`src/rtl/nn_pkg.sv`:
```
// nn_pkg: shared types, sizes and the clamp activation for the digit-recognition network.
package nn_pkg;
  typedef enum logic [2:0] {IDLE, MAC, DRAIN, WR, DONE} state_t;
  localparam int DATA_WIDTH = 8;
  localparam int HID_ADDR_WIDTH = 5;
  localparam int OUT_ADDR_WIDTH = 4;
  localparam int ACC_WIDTH = 24;
  localparam int NUM_HIDDEN = 32;
  localparam int NUM_OUT = 10;
  localparam int ACT_SHIFT = 7;
  localparam int ACT_MAX = 255;
  // Negative sums clamp to 0; anything above the 8-bit window after the shift saturates.
  function automatic logic [DATA_WIDTH-1:0] act_clamp(input logic signed [ACC_WIDTH-1:0] a);
    return a[ACC_WIDTH-1] ? '0 :
           (|a[ACC_WIDTH-2:ACT_SHIFT+DATA_WIDTH]) ? DATA_WIDTH'(ACT_MAX) :
           a[ACT_SHIFT+DATA_WIDTH-1:ACT_SHIFT];
  endfunction
endpackage

```
`src/rtl/output_layer_seq_if.sv`:
```
// output_layer_seq_if: hidden-RAM, weight-ROM, output-RAM and control signals of the output layer.
interface output_layer_seq_if;
  import nn_pkg::*;
  logic start;
  logic [HID_ADDR_WIDTH-1:0] hid_addr;
  logic [DATA_WIDTH-1:0] hid_q;
  logic [OUT_ADDR_WIDTH+HID_ADDR_WIDTH-1:0] wt_addr;
  logic [DATA_WIDTH-1:0] wt_q;
  logic out_we;
  logic [OUT_ADDR_WIDTH-1:0] out_addr;
  logic [DATA_WIDTH-1:0] out_data;
  logic busy;
  logic done;
  logic [OUT_ADDR_WIDTH-1:0] digit;
  modport master (input start, hid_q, wt_q,
                  output hid_addr, wt_addr, out_we, out_addr, out_data, busy, done, digit);
  modport slave (output start, hid_q, wt_q,
                 input hid_addr, wt_addr, out_we, out_addr, out_data, busy, done, digit);
endinterface

```
`src/rtl/mac_unit.sv`:
```
// mac_unit: unsigned-activation by signed-weight multiply-accumulate with clear and enable.
module mac_unit #(
  parameter int DW = 8,
  parameter int AW = 24
) (
  input  logic                 clk,
  input  logic                 rst,
  input  logic                 clr,
  input  logic                 en,
  input  logic [DW-1:0]        a,
  input  logic signed [DW-1:0] b,
  output logic signed [AW-1:0] acc
);
  logic signed [2*DW:0] prod;
  assign prod = $signed({1'b0, a}) * b;
  always_ff @(posedge clk or posedge rst)
    if (rst) acc <= '0;
    else if (clr) acc <= '0;
    else if (en) acc <= acc + AW'(prod);
endmodule

```
`src/rtl/output_layer_seq.sv`:
```
// output_layer_seq: walks 10 neurons x 32 hidden inputs, clamps each sum, writes it out and tracks the argmax.
module output_layer_seq
  import nn_pkg::*;
(
  input logic clk,
  input logic rst,
  output_layer_seq_if.master bus
);
  state_t state, nxt;
  logic [HID_ADDR_WIDTH-1:0] h;
  logic [OUT_ADDR_WIDTH-1:0] o, best_idx;
  logic [DATA_WIDTH-1:0] best_val, act;
  logic mac_vld, h_last, o_last, better;
  logic signed [ACC_WIDTH-1:0] acc;
  assign h_last = h == HID_ADDR_WIDTH'(NUM_HIDDEN-1);
  assign o_last = o == OUT_ADDR_WIDTH'(NUM_OUT-1);
  assign act = act_clamp(acc);
  assign better = act > best_val;
  mac_unit #(.DW(DATA_WIDTH), .AW(ACC_WIDTH)) u_mac (
    .clk(clk),
    .rst(rst),
    .clr(state == IDLE || state == WR),
    .en(mac_vld),
    .a(bus.hid_q),
    .b($signed(bus.wt_q)),
    .acc(acc)
  );
  always_ff @(posedge clk or posedge rst)
    if (rst) state <= IDLE;
    else state <= nxt;
  always_comb begin
    nxt = state;
    unique case (state)
      IDLE: nxt = bus.start ? MAC : IDLE;
      MAC: nxt = h_last ? DRAIN : MAC;
      DRAIN: nxt = WR;
      WR: nxt = o_last ? DONE : MAC;
      default: nxt = IDLE;
    endcase
    bus.hid_addr = state == MAC ? h : '0;
    bus.wt_addr = state == MAC ? {o, h} : '0;
    bus.out_we = state == WR;
    bus.out_addr = state == WR ? o : '0;
    bus.out_data = state == WR ? act : '0;
    bus.busy = state != IDLE;
    bus.done = state == DONE;
  end
  // Read data lags the address by one cycle, so accumulation follows MAC by one cycle.
  always_ff @(posedge clk or posedge rst)
    if (rst) begin
      h <= '0;
      o <= '0;
      mac_vld <= 1'b0;
      best_val <= '0;
      best_idx <= '0;
      bus.digit <= '0;
    end else begin
      mac_vld <= state == MAC;
      if (state == IDLE && bus.start) begin
        h <= '0;
        o <= '0;
        best_val <= '0;
        best_idx <= '0;
      end
      if (state == MAC) h <= h_last ? '0 : h + 1'b1;
      if (state == WR) begin
        h <= '0;
        if (better) begin
          best_val <= act;
          best_idx <= o;
        end
        if (o_last) bus.digit <= better ? o : best_idx;
        else o <= o + 1'b1;
      end
    end
endmodule

```
`src/flat_wrapper.sv`:
```
// flat-port wrapper written by rule: the top's interface ports become plain ports
module output_layer_seq_flat import nn_pkg::*;
  (clk, rst, bus_start, bus_hid_q, bus_wt_q, bus_hid_addr, bus_wt_addr, bus_out_we, bus_out_addr, bus_out_data, bus_busy, bus_done, bus_digit);
  output_layer_seq_if bus_i ();
  input logic clk;
  input logic rst;
  input wire logic [$bits(bus_i.start)-1:0] bus_start;
  input wire logic [$bits(bus_i.hid_q)-1:0] bus_hid_q;
  input wire logic [$bits(bus_i.wt_q)-1:0] bus_wt_q;
  output wire logic [$bits(bus_i.hid_addr)-1:0] bus_hid_addr;
  output wire logic [$bits(bus_i.wt_addr)-1:0] bus_wt_addr;
  output wire logic [$bits(bus_i.out_we)-1:0] bus_out_we;
  output wire logic [$bits(bus_i.out_addr)-1:0] bus_out_addr;
  output wire logic [$bits(bus_i.out_data)-1:0] bus_out_data;
  output wire logic [$bits(bus_i.busy)-1:0] bus_busy;
  output wire logic [$bits(bus_i.done)-1:0] bus_done;
  output wire logic [$bits(bus_i.digit)-1:0] bus_digit;
  assign bus_i.start = bus_start;
  assign bus_i.hid_q = bus_hid_q;
  assign bus_i.wt_q = bus_wt_q;
  assign bus_hid_addr = bus_i.hid_addr;
  assign bus_wt_addr = bus_i.wt_addr;
  assign bus_out_we = bus_i.out_we;
  assign bus_out_addr = bus_i.out_addr;
  assign bus_out_data = bus_i.out_data;
  assign bus_busy = bus_i.busy;
  assign bus_done = bus_i.done;
  assign bus_digit = bus_i.digit;
  output_layer_seq u_core (.clk(clk), .rst(rst), .bus(bus_i));
endmodule
```
`config.mk`:
```
export PLATFORM = sky130hd
export DESIGN_NAME = output_layer_seq_flat
export DESIGN_NICKNAME = d
export VERILOG_FILES = /design/src/rtl/nn_pkg.sv /design/src/rtl/output_layer_seq_if.sv /design/src/rtl/mac_unit.sv /design/src/rtl/output_layer_seq.sv /design/src/flat_wrapper.sv
export SDC_FILE = /design/constraint.sdc
export NUM_CORES = 1
export LEC_CHECK = 0
export ABC_AREA = 1
export CAP_MARGIN = 20
export CORE_ASPECT_RATIO = 0.8
export CORE_UTILIZATION = 40
export CTS_CLUSTER_DIAMETER = 40
export CTS_CLUSTER_SIZE = 24
export DETAILED_ROUTE_END_ITERATION = 6
export GPL_TIMING_DRIVEN = 0
export PLACE_DENSITY = 0.56
export SETUP_SLACK_MARGIN = 0.02
export SLEW_MARGIN = 5
export SYNTH_ARGS = -nofsm -noshare
export SYNTH_HDL_FRONTEND = slang
export SYNTH_SLANG_ARGS = --single-unit
export TNS_END_PERCENT = 10
```
`constraint.sdc`:
```
create_clock -name clk -period 9.45 [get_ports clk]
set_input_delay 2.835 -clock clk [delete_from_list [all_inputs] [get_ports clk]]
set_output_delay 2.835 -clock clk [all_outputs]
set_load 0.005 [all_outputs]
```
==> impl_metrics.py <==
metrics = {
    "sta": {
        "hold_viol": 0,
        "worst_slew_pin_slew_ns": 0.577,
        "fmax_ghz": 0.121,
        "final.period_utilization_pct": 87.7,
        "period_minus_slack_ns": 8.29,
        "slew_headroom_pct": 61.4,
        "setup_viol": 0,
        "rsz0062_at_grt": "no",
        "drv_slew": 0,
        "finClkSkew_ns": 0.00795,
        "tns_ns": 0,
    },
    "place": {
        "dpl_cell_area_um2": 6820,
        "gp_congestion": 0.848,
        "dp_hpwl_mm": 11.7,
        "placed_cells": 1071,
        "placement.io_buffers": 36,
    },
    "floorplanning": {
        "row_count": 40,
        "chipHeight_um": 113,
        "ios": 52,
        "core_um2": 15100,
        "die_area_um2": 15900,
        "initial_core_util_pct": 41.0,
        "die_width_um": 141,
    },
    "routing": {
        "ant_nets": 0,
        "drt-wirelength-per-cell_um": 13.2,
        "vias": 4926,
        "dr.pass1.iters": 4,
        "drc": 0,
        "viasPerCell": 4.57,
        "routed_wirelength_mm": 14.2,
        "drt_iter0_drc": 217,
    },
    "logic_synthesis": {
        "synth_compound_area_share_pct": 6.89,
        "synthMuxAreaShare_pct": 0,
        "yosysWarnings": 0,
        "yosys.cell_types.count": 34,
        "yosysTopAreaCellShare_pct": 21.5,
        "synthXorXnorAreaFrac_pct": 0.851,
        "ys_top_cells_by_area": "dfrtp_1, ha_1, fa_1",
        "synth_area_per_cell_um2": 7.50,
        "syn-cell-area_um2": 6180,
        "synth_fp_nets": 982,
        "ys_seq_area_share_pct": 21.5,
        "synth-simple-area-share_pct": 24.2,
        "post_synth_fa_ha_maj_area_fraction_pct": 34.4,
        "synthCells": 824,
        "synth_top_family_by_area": "adder cells",
        "ys_seq_elements": 53,
        "synth.largest_area_cell": "dfrtp_1",
    },
    "final_layout": {
        "nets": 1026,
        "multiInputGateArea_um2": 4090,
        "antennaDiodeCount": 0,
        "final_area_um2": 6970,
        "final_cell_mix": "nand2_1, inv_1, ha_1",
        "drive_gt1_share_pct": 4.83,
        "utilization_pct": 46.3,
        "synthToLayoutAreaGrowth_pct": 12.8,
        "stdcell_count": 1079,
        "final_common_cell": "nand2_1",
        "register_area_um2": 1330,
        "n_fill_cell": 1556,
    },
    "min_path": {
        "hold_path_startpoint": "u_core.bus.digit[0]",
        "whs_endpoint": "u_core.bus.digit[0]",
        "hold_depth": 2,
        "hp-class": "reg -> reg",
    },
    "setup_path": {
        "worst_r2r_endpoint": "u_core.u_mac.acc[19]",
        "worstPathBufferInverterCount": 3,
        "slowest_stage": "clkdlybuf4s50_1",
        "path_cells": "clkdlybuf4s50_1 -> clkinv_1 -> or2_2 -> fa_1 -> fa_1 -> inv_1 -> fa_1 -> fa_1 -> fa_1 -> ha_1 -> nand2_1 -> nor2_1 -> nand2_1 -> nand3_1 -> nand2_1 -> nand2_1 -> nand2_1 -> nand3_1 -> nand2_1",
        "arrival_ns": 8.49,
        "crit_top_cell": "nand2_1",
        "required_ns": 9.65,
        "path_class": "in -> reg",
        "critPathLaunch": "bus_wt_q[7]",
        "crit_fanout": 10,
        "cp-end-kind": "register",
        "critPathLaunchType": "primary input",
        "r2r_setup_slack_ns": 5.11,
        "r2r-start": "u_core.u_mac.acc[6]",
        "critPathMaxStageDelay_ns": 0.83,
        "critical_path.top_delay_family": "adder cells",
        "reg2regPathDepth": 19,
    },
    "global_routing": {
        "grt_pass1_wl_mm": 24.7,
        "grt_max_degree": 38,
        "grt_usage_pct": 19.7,
        "grt_pass1_vias": 4780,
        "antenna_found_initial": 0,
        "grt-ovfl-total": 0,
    },
    "cts": {
        "cts_tree": "done",
        "clock_latency_ns": 0.31,
        "root_buffer": "clkbuf_16",
        "clk_pin_slew_worst_paths_ns": 0.08,
        "numCtsBuffers": 5,
        "post_cts_buffers": 0,
        "cts.sinks": 53,
        "post_cts_resized": 0,
        "htreeDepth": 2,
        "cts.path.max_buffers": 2,
        "hold_buffers": 0,
    },
    "power_and_ir_drop": {
        "power_density_nw_per_um2": 367,
        "p_total_mw": 2.56,
        "p_leak_nw": 3.95,
        "irDropWorstVdd_v": 0.000175,
    },
    "outcome": {
        "status": "finished clean",
    },
    "flow_run": {
        "max_cap_viol_count": 0,
    },
}
==> cell usage after synthesis, drive strengths merged <==
cell,n
nand2,227
inv,163
ha,88
nor2,58
dfrtp,53
fa,51
nand3,38
o21ai,35
a21oi,32
clkbuf,16
buf,12
and2,11
o22ai,8
nor3,6
nand3b,5
nand4,4
or2,3
xnor2,3
xor2,3
nor4,2
o21bai,2
a22o,1
clkinv,1
o21a,1
o32ai,1
==> logic make-up after synthesis <==
family,after synthesis
and+or+nand+nor,354
buffers and inverters,192
DFF,53
adders and majority gates,139
AOI/OAI and AO/OA,80
xor gates and xnor gates,6
==> worst max path at each step <==
stage,to,slack [ns],depth (start not counted)
final,u_core.u_mac.acc[19],1.16,19
after global routing,u_core.u_mac.acc[15],0.77,19
after CTS,u_core.u_mac.acc[19],1.10,19
after detailed placement,u_core.u_mac.acc[19],0.80,19
after global placement,u_core.u_mac.acc[19],0.79,19
after floorplan,u_core.u_mac.acc[21],2.43,19
==> per-stage QoR <==
stage	hold WS, ns	setup WS (ns)
finish	0.482	1.16
floorplan	0.469	2.43
CTS	0.492	1.10
global placement	0.468	0.787
detailed placement	0.468	0.796
global route	0.526	0.769
==> flip-flops by register name (all words and copies together) (netlist names) <==
signal / cells
u_core.u_mac.acc: 24
u_core.o: 4
u_core.h: 5
u_core.best_val: 8
u_core.state: 3
u_core.bus.digit: 4
u_core.mac_vld: 1
u_core.best_idx: 4
==> layer usage <==
layer  global-route usage (%)  up-vias  part of all wire, %
met5                        0        -                    0
met4                     5.00        0                  1.0
met3                     2.71        7                  3.3
met2                     28.5       61                   40
met1                     30.4     2227                   55
li1                         -     2631                    -
==> worst min-delay path, stage by stage (launching register included) <==
cell	delay, ns
dfrtp_1	0.35
nand2_1	0.05
nand2_1	0.06
==> report_power, final <==
part / leakage, nW / switching [mW] / internal, mW / total, mW
Combinational: 3.28 / 1.26 / 0.762 / 2.02
Sequential: 0.600 / 0.0296 / 0.307 / 0.337
Clock: 0.0704 / 0.0969 / 0.100 / 0.197
Total: 3.95 / 1.39 / 1.17 / 2.56
==> cell type report <==
cell class	count	share of cell area, %
multi-input cells	579	58.7
flip-flops and latches	53	19.0
inverters	164	8.83
repair buffers	37	5.46
well taps	210	3.77
plain buffers	28	2.01
clock buffers	5	1.80
clock inverters	3	0.359
No activity file was read; power rests on OpenSTA's default activity.
